<file path="src/rtl/fft_frame_ctrl.sv">
// fft_frame_ctrl
//   Frame sequencer between the AXI-Stream ports and the FFT core's shared
//   sample memory. It loads one frame of N = 2**FFT_LOG2 samples into memory,
//   zero-padding if tlast arrives early. It then pulses fft_start, waits for
//   fft_done, and streams memory addresses 0..N-1 out on the master stream.
//   Only one frame is in flight at a time.
//
// Ports
//   clk, rst_n                     clock, asynchronous active-low reset
//   s_axis_{tdata,tvalid,tlast}    input sample stream
//   s_axis_tready                  high only while loading a frame
//   m_axis_{tdata,tvalid,tlast}    output sample stream (tlast on sample N-1)
//   m_axis_tready                  output backpressure
//   mem_wr_{en,addr,data}          sample memory write port
//   mem_rd_{en,addr}, mem_rd_data  sample memory read port (1-cycle latency)
//   fft_start / fft_done           core handshake pulses
//   err_tlast_early                pulse: tlast seen before sample N-1
//   err_tlast_missing              pulse: sample N-1 accepted without tlast
//   frame_cnt                      completed output frames (wraps)
module fft_frame_ctrl #(
    parameter int FFT_LOG2 = 10,
    parameter int VLW_WDT  = 64
) (
    input  logic                clk,
    input  logic                rst_n,
    input  logic [VLW_WDT-1:0]  s_axis_tdata,
    input  logic                s_axis_tvalid,
    input  logic                s_axis_tlast,
    output logic                s_axis_tready,
    output logic [VLW_WDT-1:0]  m_axis_tdata,
    output logic                m_axis_tvalid,
    output logic                m_axis_tlast,
    input  logic                m_axis_tready,
    output logic                mem_wr_en,
    output logic [FFT_LOG2-1:0] mem_wr_addr,
    output logic [VLW_WDT-1:0]  mem_wr_data,
    output logic                mem_rd_en,
    output logic [FFT_LOG2-1:0] mem_rd_addr,
    input  logic [VLW_WDT-1:0]  mem_rd_data,
    output logic                fft_start,
    input  logic                fft_done,
    output logic                err_tlast_early,
    output logic                err_tlast_missing,
    output logic [15:0]         frame_cnt
);

    localparam logic [FFT_LOG2-1:0] LAST_ADDR = {FFT_LOG2{1'b1}};
    localparam logic [FFT_LOG2-1:0] ADDR_ONE  = FFT_LOG2'(1);

    typedef enum logic [2:0] {
        S_LOAD,
        S_PAD,
        S_START,
        S_COMPUTE,
        S_UNLOAD
    } state_e;

    state_e                state_q;
    logic [FFT_LOG2-1:0]   wcnt_q;        // next write address
    logic [FFT_LOG2-1:0]   rcnt_q;        // next read address
    logic                  rd_all_q;      // terminal flag: all N reads issued
    logic                  rd_pend_q;     // read issued last cycle, data arrives now
    logic [FFT_LOG2-1:0]   ocnt_q;        // address of the current output beat
    logic [VLW_WDT-1:0]    buf0_q;        // skid buffer head (drives m_axis_tdata)
    logic [VLW_WDT-1:0]    buf1_q;
    logic [1:0]            occ_q;         // skid buffer occupancy, 0..2
    logic                  tready_q;
    logic                  fft_start_q;
    logic                  err_early_q;
    logic                  err_missing_q;
    logic [15:0]           frame_cnt_q;

    logic                  in_beat;
    logic                  pad_wr;
    logic                  out_valid;
    logic                  out_pop;
    logic                  last_pop;
    logic                  rd_window;
    logic [1:0]            occ_eff;
    logic                  rd_issue;

    // NOTE: always_comb assigns every output unconditionally so no latch is inferred.
    always_comb begin
        in_beat   = (state_q == S_LOAD) && s_axis_tvalid && tready_q;
        pad_wr    = (state_q == S_PAD);
        out_valid = (occ_q != 2'd0);
        out_pop   = out_valid && m_axis_tready;
        last_pop  = out_pop && (ocnt_q == LAST_ADDR);
        // The first read is issued in the fft_done cycle itself so that tvalid
        // can rise two cycles later.
        rd_window = ((state_q == S_COMPUTE) && fft_done) ||
                    ((state_q == S_UNLOAD) && !rd_all_q);
        // Occupancy once this cycle's pop and in-flight data have settled.
        // A new read lands a cycle later, so one free slot must remain even
        // if the consumer stalls from now on.
        occ_eff   = occ_q + {1'b0, rd_pend_q} - {1'b0, out_pop};
        rd_issue  = rd_window && (occ_eff <= 2'd1);
    end

    assign s_axis_tready     = tready_q;
    assign mem_wr_en         = in_beat || pad_wr;
    assign mem_wr_addr       = wcnt_q;
    assign mem_wr_data       = in_beat ? s_axis_tdata : '0;
    assign mem_rd_en         = rd_issue;
    assign mem_rd_addr       = rcnt_q;
    assign m_axis_tdata      = buf0_q;
    assign m_axis_tvalid     = out_valid;
    assign m_axis_tlast      = out_valid && (ocnt_q == LAST_ADDR);
    assign fft_start         = fft_start_q;
    assign err_tlast_early   = err_early_q;
    assign err_tlast_missing = err_missing_q;
    assign frame_cnt         = frame_cnt_q;

    // NOTE: sequential state uses non-blocking assignments only; a later
    // assignment in the same block overrides an earlier default.
    always_ff @(posedge clk or negedge rst_n) begin
        if (!rst_n) begin
            state_q       <= S_LOAD;
            wcnt_q        <= '0;
            rcnt_q        <= '0;
            rd_all_q      <= 1'b0;
            rd_pend_q     <= 1'b0;
            ocnt_q        <= '0;
            // NOTE: the skid buffer is reset because it drives m_axis_tdata,
            // which must read 0 during reset; the external sample memory is not.
            buf0_q        <= '0;
            buf1_q        <= '0;
            occ_q         <= 2'd0;
            tready_q      <= 1'b0;
            fft_start_q   <= 1'b0;
            err_early_q   <= 1'b0;
            err_missing_q <= 1'b0;
            frame_cnt_q   <= 16'd0;
        end else begin
            fft_start_q   <= 1'b0;
            err_early_q   <= 1'b0;
            err_missing_q <= 1'b0;

            case (state_q)
                S_LOAD: begin
                    tready_q <= 1'b1;
                    if (in_beat) begin
                        wcnt_q <= wcnt_q + ADDR_ONE;
                        if (wcnt_q == LAST_ADDR) begin
                            state_q       <= S_START;
                            tready_q      <= 1'b0;
                            fft_start_q   <= 1'b1;
                            err_missing_q <= !s_axis_tlast;
                        end else if (s_axis_tlast) begin
                            state_q     <= S_PAD;
                            tready_q    <= 1'b0;
                            err_early_q <= 1'b1;
                        end
                    end
                end
                S_PAD: begin
                    wcnt_q <= wcnt_q + ADDR_ONE;
                    if (wcnt_q == LAST_ADDR) begin
                        state_q     <= S_START;
                        fft_start_q <= 1'b1;
                    end
                end
                S_START: begin
                    state_q <= S_COMPUTE;
                end
                S_COMPUTE: begin
                    if (fft_done) begin
                        state_q <= S_UNLOAD;
                    end
                end
                S_UNLOAD: begin
                    if (last_pop) begin
                        state_q     <= S_LOAD;
                        tready_q    <= 1'b1;
                        frame_cnt_q <= frame_cnt_q + 16'd1;
                    end
                end
                default: begin
                    state_q <= S_LOAD;
                end
            endcase

            // Read side: counters wrap to 0 naturally after N-1.
            rd_pend_q <= rd_issue;
            if (rd_issue) begin
                rcnt_q <= rcnt_q + ADDR_ONE;
                if (rcnt_q == LAST_ADDR) begin
                    rd_all_q <= 1'b1;
                end
            end
            if (last_pop) begin
                rd_all_q <= 1'b0;
            end
            if (out_pop) begin
                ocnt_q <= ocnt_q + ADDR_ONE;
            end

            // Two-entry skid buffer: push = returning read data, pop = handshake.
            case ({rd_pend_q, out_pop})
                2'b10: begin
                    if (occ_q == 2'd0) begin
                        buf0_q <= mem_rd_data;
                    end else begin
                        buf1_q <= mem_rd_data;
                    end
                    occ_q <= occ_q + 2'd1;
                end
                2'b01: begin
                    buf0_q <= buf1_q;
                    occ_q  <= occ_q - 2'd1;
                end
                2'b11: begin
                    if (occ_q == 2'd1) begin
                        buf0_q <= mem_rd_data;
                    end else begin
                        buf0_q <= buf1_q;
                        buf1_q <= mem_rd_data;
                    end
                end
                default: begin
                end
            endcase
        end
    end

endmodule

</file>
<file path="config.mk">
export PLATFORM = sky130hd
export DESIGN_NAME = fft_frame_ctrl
export DESIGN_NICKNAME = d
export VERILOG_FILES = /design/src/rtl/fft_frame_ctrl.sv
export SDC_FILE = /design/constraint.sdc
export NUM_CORES = 1
export LEC_CHECK = 0
export CAP_MARGIN = 20
export CORE_MARGIN = 2
export CORE_UTILIZATION = 48
export CTS_CLUSTER_DIAMETER = 100
export DETAILED_ROUTE_END_ITERATION = 10
export GPL_TIMING_DRIVEN = 0
export PLACE_DENSITY = 0.85
export SYNTH_ARGS = -nofsm -noshare
export SYNTH_HDL_FRONTEND = slang
export SYNTH_SLANG_ARGS = --single-unit
</file>
<file path="constraint.sdc">
create_clock -name clk -period 3.55 [get_ports clk]
set_input_delay 0.5325 -clock clk [delete_from_list [all_inputs] [get_ports clk]]
set_output_delay 0.5325 -clock clk [all_outputs]
set_load 0.02 [all_outputs]
</file>
== Yosys cells after proc, flatten, opt, wreduce, memory -nomap -nowiden ==
Cells that the tools add are included.
Storage, ports and cells
  input bits: 134
  flip-flop bits (word level): 185
  word-level logic and storage cells: 106
Operators by class
  $lt $le $gt $ge: 1
  add/subtract/negate cells: 8
  multiplexer cells: 35
  equal/unequal tests: 19
  reductions and logical operators: 29
Operators with widths (number)
  64-bit two-way mux: 5
  64-bit case mux with 3 select lines: 1
  64-bit case mux with 2 select lines: 1
  10-bit by 1-bit adder with 10-bit output (second input constant): 3
  10-bit == test (second input constant): 3
  10-bit case mux with 2 select lines: 1
  3-bit two-way mux: 6
  16-bit by 1-bit adder with 16-bit output (second input constant): 1
  1-bit two-way mux: 16
  3-bit case mux with 5 select lines: 1
  2-bit nonzero test: 7
  2-bit inequality test (second input constant): 6
  10-bit two-way mux: 1
  2-bit AND reduction: 5
  1-bit logical AND: 8
  3-bit by 2-bit == test with 1-bit output (second input constant): 2
  5-bit AND reduction: 1
  2-bit by 1-bit == test with 1-bit output (second input constant): 2
  2-bit == test (second input constant): 2
  1-bit case mux with 2 select lines: 2
  2-bit case mux with 2 select lines: 1
  3-bit by 1-bit == test with 1-bit output (second input constant): 1
  3-bit == test (second input constant): 1
  3-bit logical NOT: 1
  12 further kinds: 14

== Depth between registers and ports, before layout ==
  depth after elaboration: 7
  depth in mapped cells: 10
  gate-level depth less buffers: 7

== Least setup slack after synthesis ==
No wires, ideal clock.
  kind: reg2out
  start: register occ_q[0]
  end: output port mem_rd_en
  slack: 1.135 ns
  data arrival time: 1.882 ns
  required time: 3.017 ns
  cell stages (with the launch flop): 7
  cells stage by stage: dfrtp_1 -> inv_1 -> ha_1 -> or4b_1 -> o21ai_1 -> xnor2_1 -> nor2_1
On the way
  longest elaborated chain between the ends: 5
  elaborated cells between the ends (all ways): 6
  classes of those cells: 2 x add/sub; 1 x order compare; 3 x reduce/logical
RTL lines
  start: declaration: line 66  | logic [1:0] occ_q;
  start signal: assignment: line 206  | occ_q <= occ_q + 2'd1;
  start signal: assignment: line 210  | occ_q <= occ_q - 2'd1;
  branches (longest 2 deep; another with 2-bit by 1-bit adder with 2-bit output)
  2-bit by 1-bit subtractor with 2-bit output *: line 96  | occ_eff = occ_q + {1'b0, rd_pend_q} - {1'b0, out_pop};
  2-bit by 1-bit <= comparator with 1-bit output *: line 97  | rd_issue = rd_window && (occ_eff <= 2'd1);
  1-bit logical AND *: line 97
  end: declaration: line 37  | output logic mem_rd_en,
Mark *: on every way between the ends.

== Worst setup path after layout ==
  start: register state_q[2]
  end: output port mem_wr_data[38]
On the way
  longest elaborated chain between the ends: 4
RTL lines
  start: declaration: line 58  | state_e state_q;
  start signal: assignment: line 118  | state_q <= S_LOAD;
  start signal: assignment: line 145  | state_q <= S_START;
  start signal: assignment: line 150  | state_q <= S_PAD;
  3-bit logical NOT: line 84  | in_beat = (state_q == S_LOAD) && s_axis_tvalid && tready_q;
  1-bit logical AND (2 in series): line 84
  64-bit two-way mux: line 103  | assign mem_wr_data = in_beat ? s_axis_tdata : '0;
  end: declaration: line 36  | output logic [VLW_WDT-1:0] mem_wr_data,
Every way passes these cells.

==> results_dict.tcl <==
set metrics [dict create \
    crit_type "reg -> out" \
    ant_nets 0 \
    hold_viol 0 \
    hp-class "in -> async" \
    crit_start "state_q[2]$_DFFE_PN0P_" \
    synth_ff_type "dfrtp_1" \
    worst_clock_skew_ns 0.01136 \
    finalWirelength_mm 22.74 \
    syn_nets 862 \
    p_total_mw 9.162 \
    r2r_start "occ_q[1]$_DFFE_PN0P_" \
    place.gp.congestion 0.8066 \
    fin_hold_ws_ns 0.06121 \
    cp-end-kind "output pin" \
    stdcell_area_sq_um 12250 \
    p_leak_nw 5.329 \
    async_flop_share_pct 100.0 \
    synth_cells 722 \
    die_area_sq_um 18410 \
    coreArea_sq_um 17120 \
    grt_first_pass_wirelength_mm 35.29 \
    drt_iter0_drc 266 \
    overflow 0 \
    grt_max_degree 118 \
    ir_drop_mv 0.5172 \
    setup_violations 0 \
    multi_input_area_sq_um 3498 \
    die_h_um 135.7 \
    critPathArrivalTime_ns 2.80 \
    worstMarginPinSlew_ns 0.8455 \
    place_area_sq_um 11690 \
    powerDensity_nw_per_um2 747.7 \
    cts_max_level 4 \
    worst_slew_margin_rel_pct 43.63 \
    drive_above_1_share_pct 10.75 \
    port_buffers 305 \
    rsz0062_at_grt "false" \
    initial_core_util_pct 48.63 \
    min_period_ns 3.335 \
    clkTransAtPathRegs_ns 0.07 \
    fmax_mhz 299.8 \
    synth_cell_types 44 \
    postCtsHoldBufs 0 \
    syn_area_sq_um 8324 \
    clockRootBuffer "clkbuf_16" \
    numCtsBuffers 17 \
    timing.rr.end "m_axis_tdata[53]$_DFFE_PN0P_" \
    die_w_um 135.7 \
    cts_tree "built" \
    cp-start-kind "register" \
    fillCellCount 1299 \
    r2r_setup_slack_ns 0.65 \
    cts.sinks 185 \
    reg2regPathDepth 10 \
    critPathRequiredTime_ns 3.02 \
    regArea_sq_um 4629 \
    yosysWarnings 0 \
    crit_path_end "mem_wr_data[38]" \
    status "finished clean" \
    fin_crit_sh_pct 93.95 \
    num_antenna_cells 0 \
    clk_latency_ns 0.42 \
    antenna_found_initial 1 \
    finalNetCount 1187 \
    path_max_fanout 10 \
    seq_area_frac_synth_pct 55.61 \
    slowest_stage "clkdlybuf4s50_1" \
    post_cts_buffers 0 \
    synth_seq_cells 185 \
    slowest_delay_ns 0.71 \
    place_hpwl_mm 17.59 \
    drv_slew 0 \
    io_pins 306 \
    grt_pass1_vias 6666 \
    syn_to_final_growth_pct 47.21 \
    num_rows 48 \
    synth-edff-count 0 \
    crit_chain "buf_6, nor3_1, and3_1, clkbuf_2, clkbuf_1, and2_1, clkdlybuf4s50_1" \
    wl_per_cell_um 17.69 \
    route.detailed.drc 0 \
    vias 6588 \
    syn_area_per_cell_sq_um 11.53 \
    first_pass_iters 4 \
    vias_per_cell 5.127 \
    cts_buffer_depth 2 \
    grtUsageTotal_pct 24.90 \
    drv_cap 0 \
]
-- where the power goes --
| group | internal [mW] | switching [mW] | leakage, nW |
|---|---|---|---|
| Combinational | 1.93 | 2.03 | 2.79 |
| Sequential | 2.97 | 0.480 | 2.28 |
| Clock | 0.918 | 0.842 | 0.260 |
| Total | 5.81 | 3.35 | 5.33 |
-- cell type report --
class | instances | share of cell area [%]
multi-input combinational | 487 | 28.55
clock inverter | 13 | 0.9496
timing repair buffer | 306 | 25.20
inverter | 9 | 0.2757
buffer | 41 | 1.419
sequential | 185 | 37.78
clock buffer | 19 | 3.533
tap | 225 | 2.297
-- kinds of logic after synthesis --
kind of cell             synth area share [%]
AO/OA/AOI/OAI                           5.081
XOR/XNOR                                4.735
adder cells (fa/ha/maj)                0.9018
buffers and inverters                   2.480
flip-flops                              55.61
multiplexers                            16.89
AND/OR/NAND/NOR                         14.29
-- state kept, by name, indices dropped and copies added (netlist names) --
name               count
m_axis_tdata          64
ocnt_q                10
mem_wr_addr           10
state_q                3
rd_all_q               1
occ_q                  2
fft_start              1
mem_rd_addr           10
err_tlast_early        1
err_tlast_missing      1
s_axis_tready          1
frame_cnt             16
rd_pend_q              1
buf1_q                64
-- cells in the final DEF, fill, tap and decap left out, drive strengths merged, types with 9 or more instances in the layout --
master and instances:
mux2 68, xor2 15, o21ai 66, nand2 87, and2 64, clkdlybuf4s50 303
dfrtp 185, xnor2 30, inv 14, mux2i 64, clkbuf 57, nand3 14
nand4 9, nor2 14
-- worst min-delay path by stage --
stage	from	to	slack (ns)	cells past startpoint
after floorplan	rst_n	buf1_q[0]$_DFFE_PN0P_	0.24	0
after CTS	rst_n	buf1_q[38]$_DFFE_PN0P_	0.07	1
after global placement	m_axis_tdata[40]$_DFFE_PN0P_	m_axis_tdata[40]$_DFFE_PN0P_	0.46	2
after global routing	rst_n	buf1_q[38]$_DFFE_PN0P_	0.08	1
final	rst_n	buf1_q[38]$_DFFE_PN0P_	0.06	1
after detailed placement	m_axis_tdata[12]$_DFFE_PN0P_	m_axis_tdata[12]$_DFFE_PN0P_	0.47	2
-- critical path, delay by kind of cell, from the launching register on --
family / cells / cell delay (ns)
buffers and inverters: 4 / 1.36
AND/OR/NAND/NOR: 3 / 0.64
flip-flops: 1 / 0.38
-- metrics by stage --
stage / TNS [ns] / worst slack (ns) / instances / util, %
2_1_floorplan: 0 / 1.135 / 722 / -
3_5_place_dp: 0 / 0.03639 / 1253 / 68.30
4_1_cts: 0 / 0.05234 / 1285 / 71.57
3_3_place_gp: -1064.98 / -5.771 / 1252 / 68.11
6_report: 0 / 0.2149 / 1285 / 71.59
5_1_grt: 0 / 0.02870 / 1285 / 71.59
-- cells in the mapped netlist, drive strengths merged (9+ instances only) --
library cell  number  share of area [%]
mux2i             64                7.7
nand4              9               0.68
dfrtp            185                 56
nand2             87                3.9
inv                9               0.41
clkbuf            38                1.7
nand3             14               0.84
mux2              68                9.2
xor2              15                1.6
xnor2             30                3.2
and2              64                4.8
o21ai             66                4.0
nor2              14               0.66
-- routing by layer --
| layer | up-vias | track usage [%] | routed length [um] |
|---|---|---|---|
| met1 | 3208 | 28.77 | 8619 |
| met2 | 200 | 42.90 | 11470 |
| li1 | 3135 | - | - |
| met5 | - | 0 | 13 |
| met3 | 43 | 9.353 | 2026 |
| met4 | 2 | 7.928 | 608 |
-- what timing repair did --
action | CTS | global route
resized for setup | 2 | 3
pin swaps | 0 | 0
setup endpoints to repair | 1 | 31
Note: power is estimated with default switching activity, not from simulation.
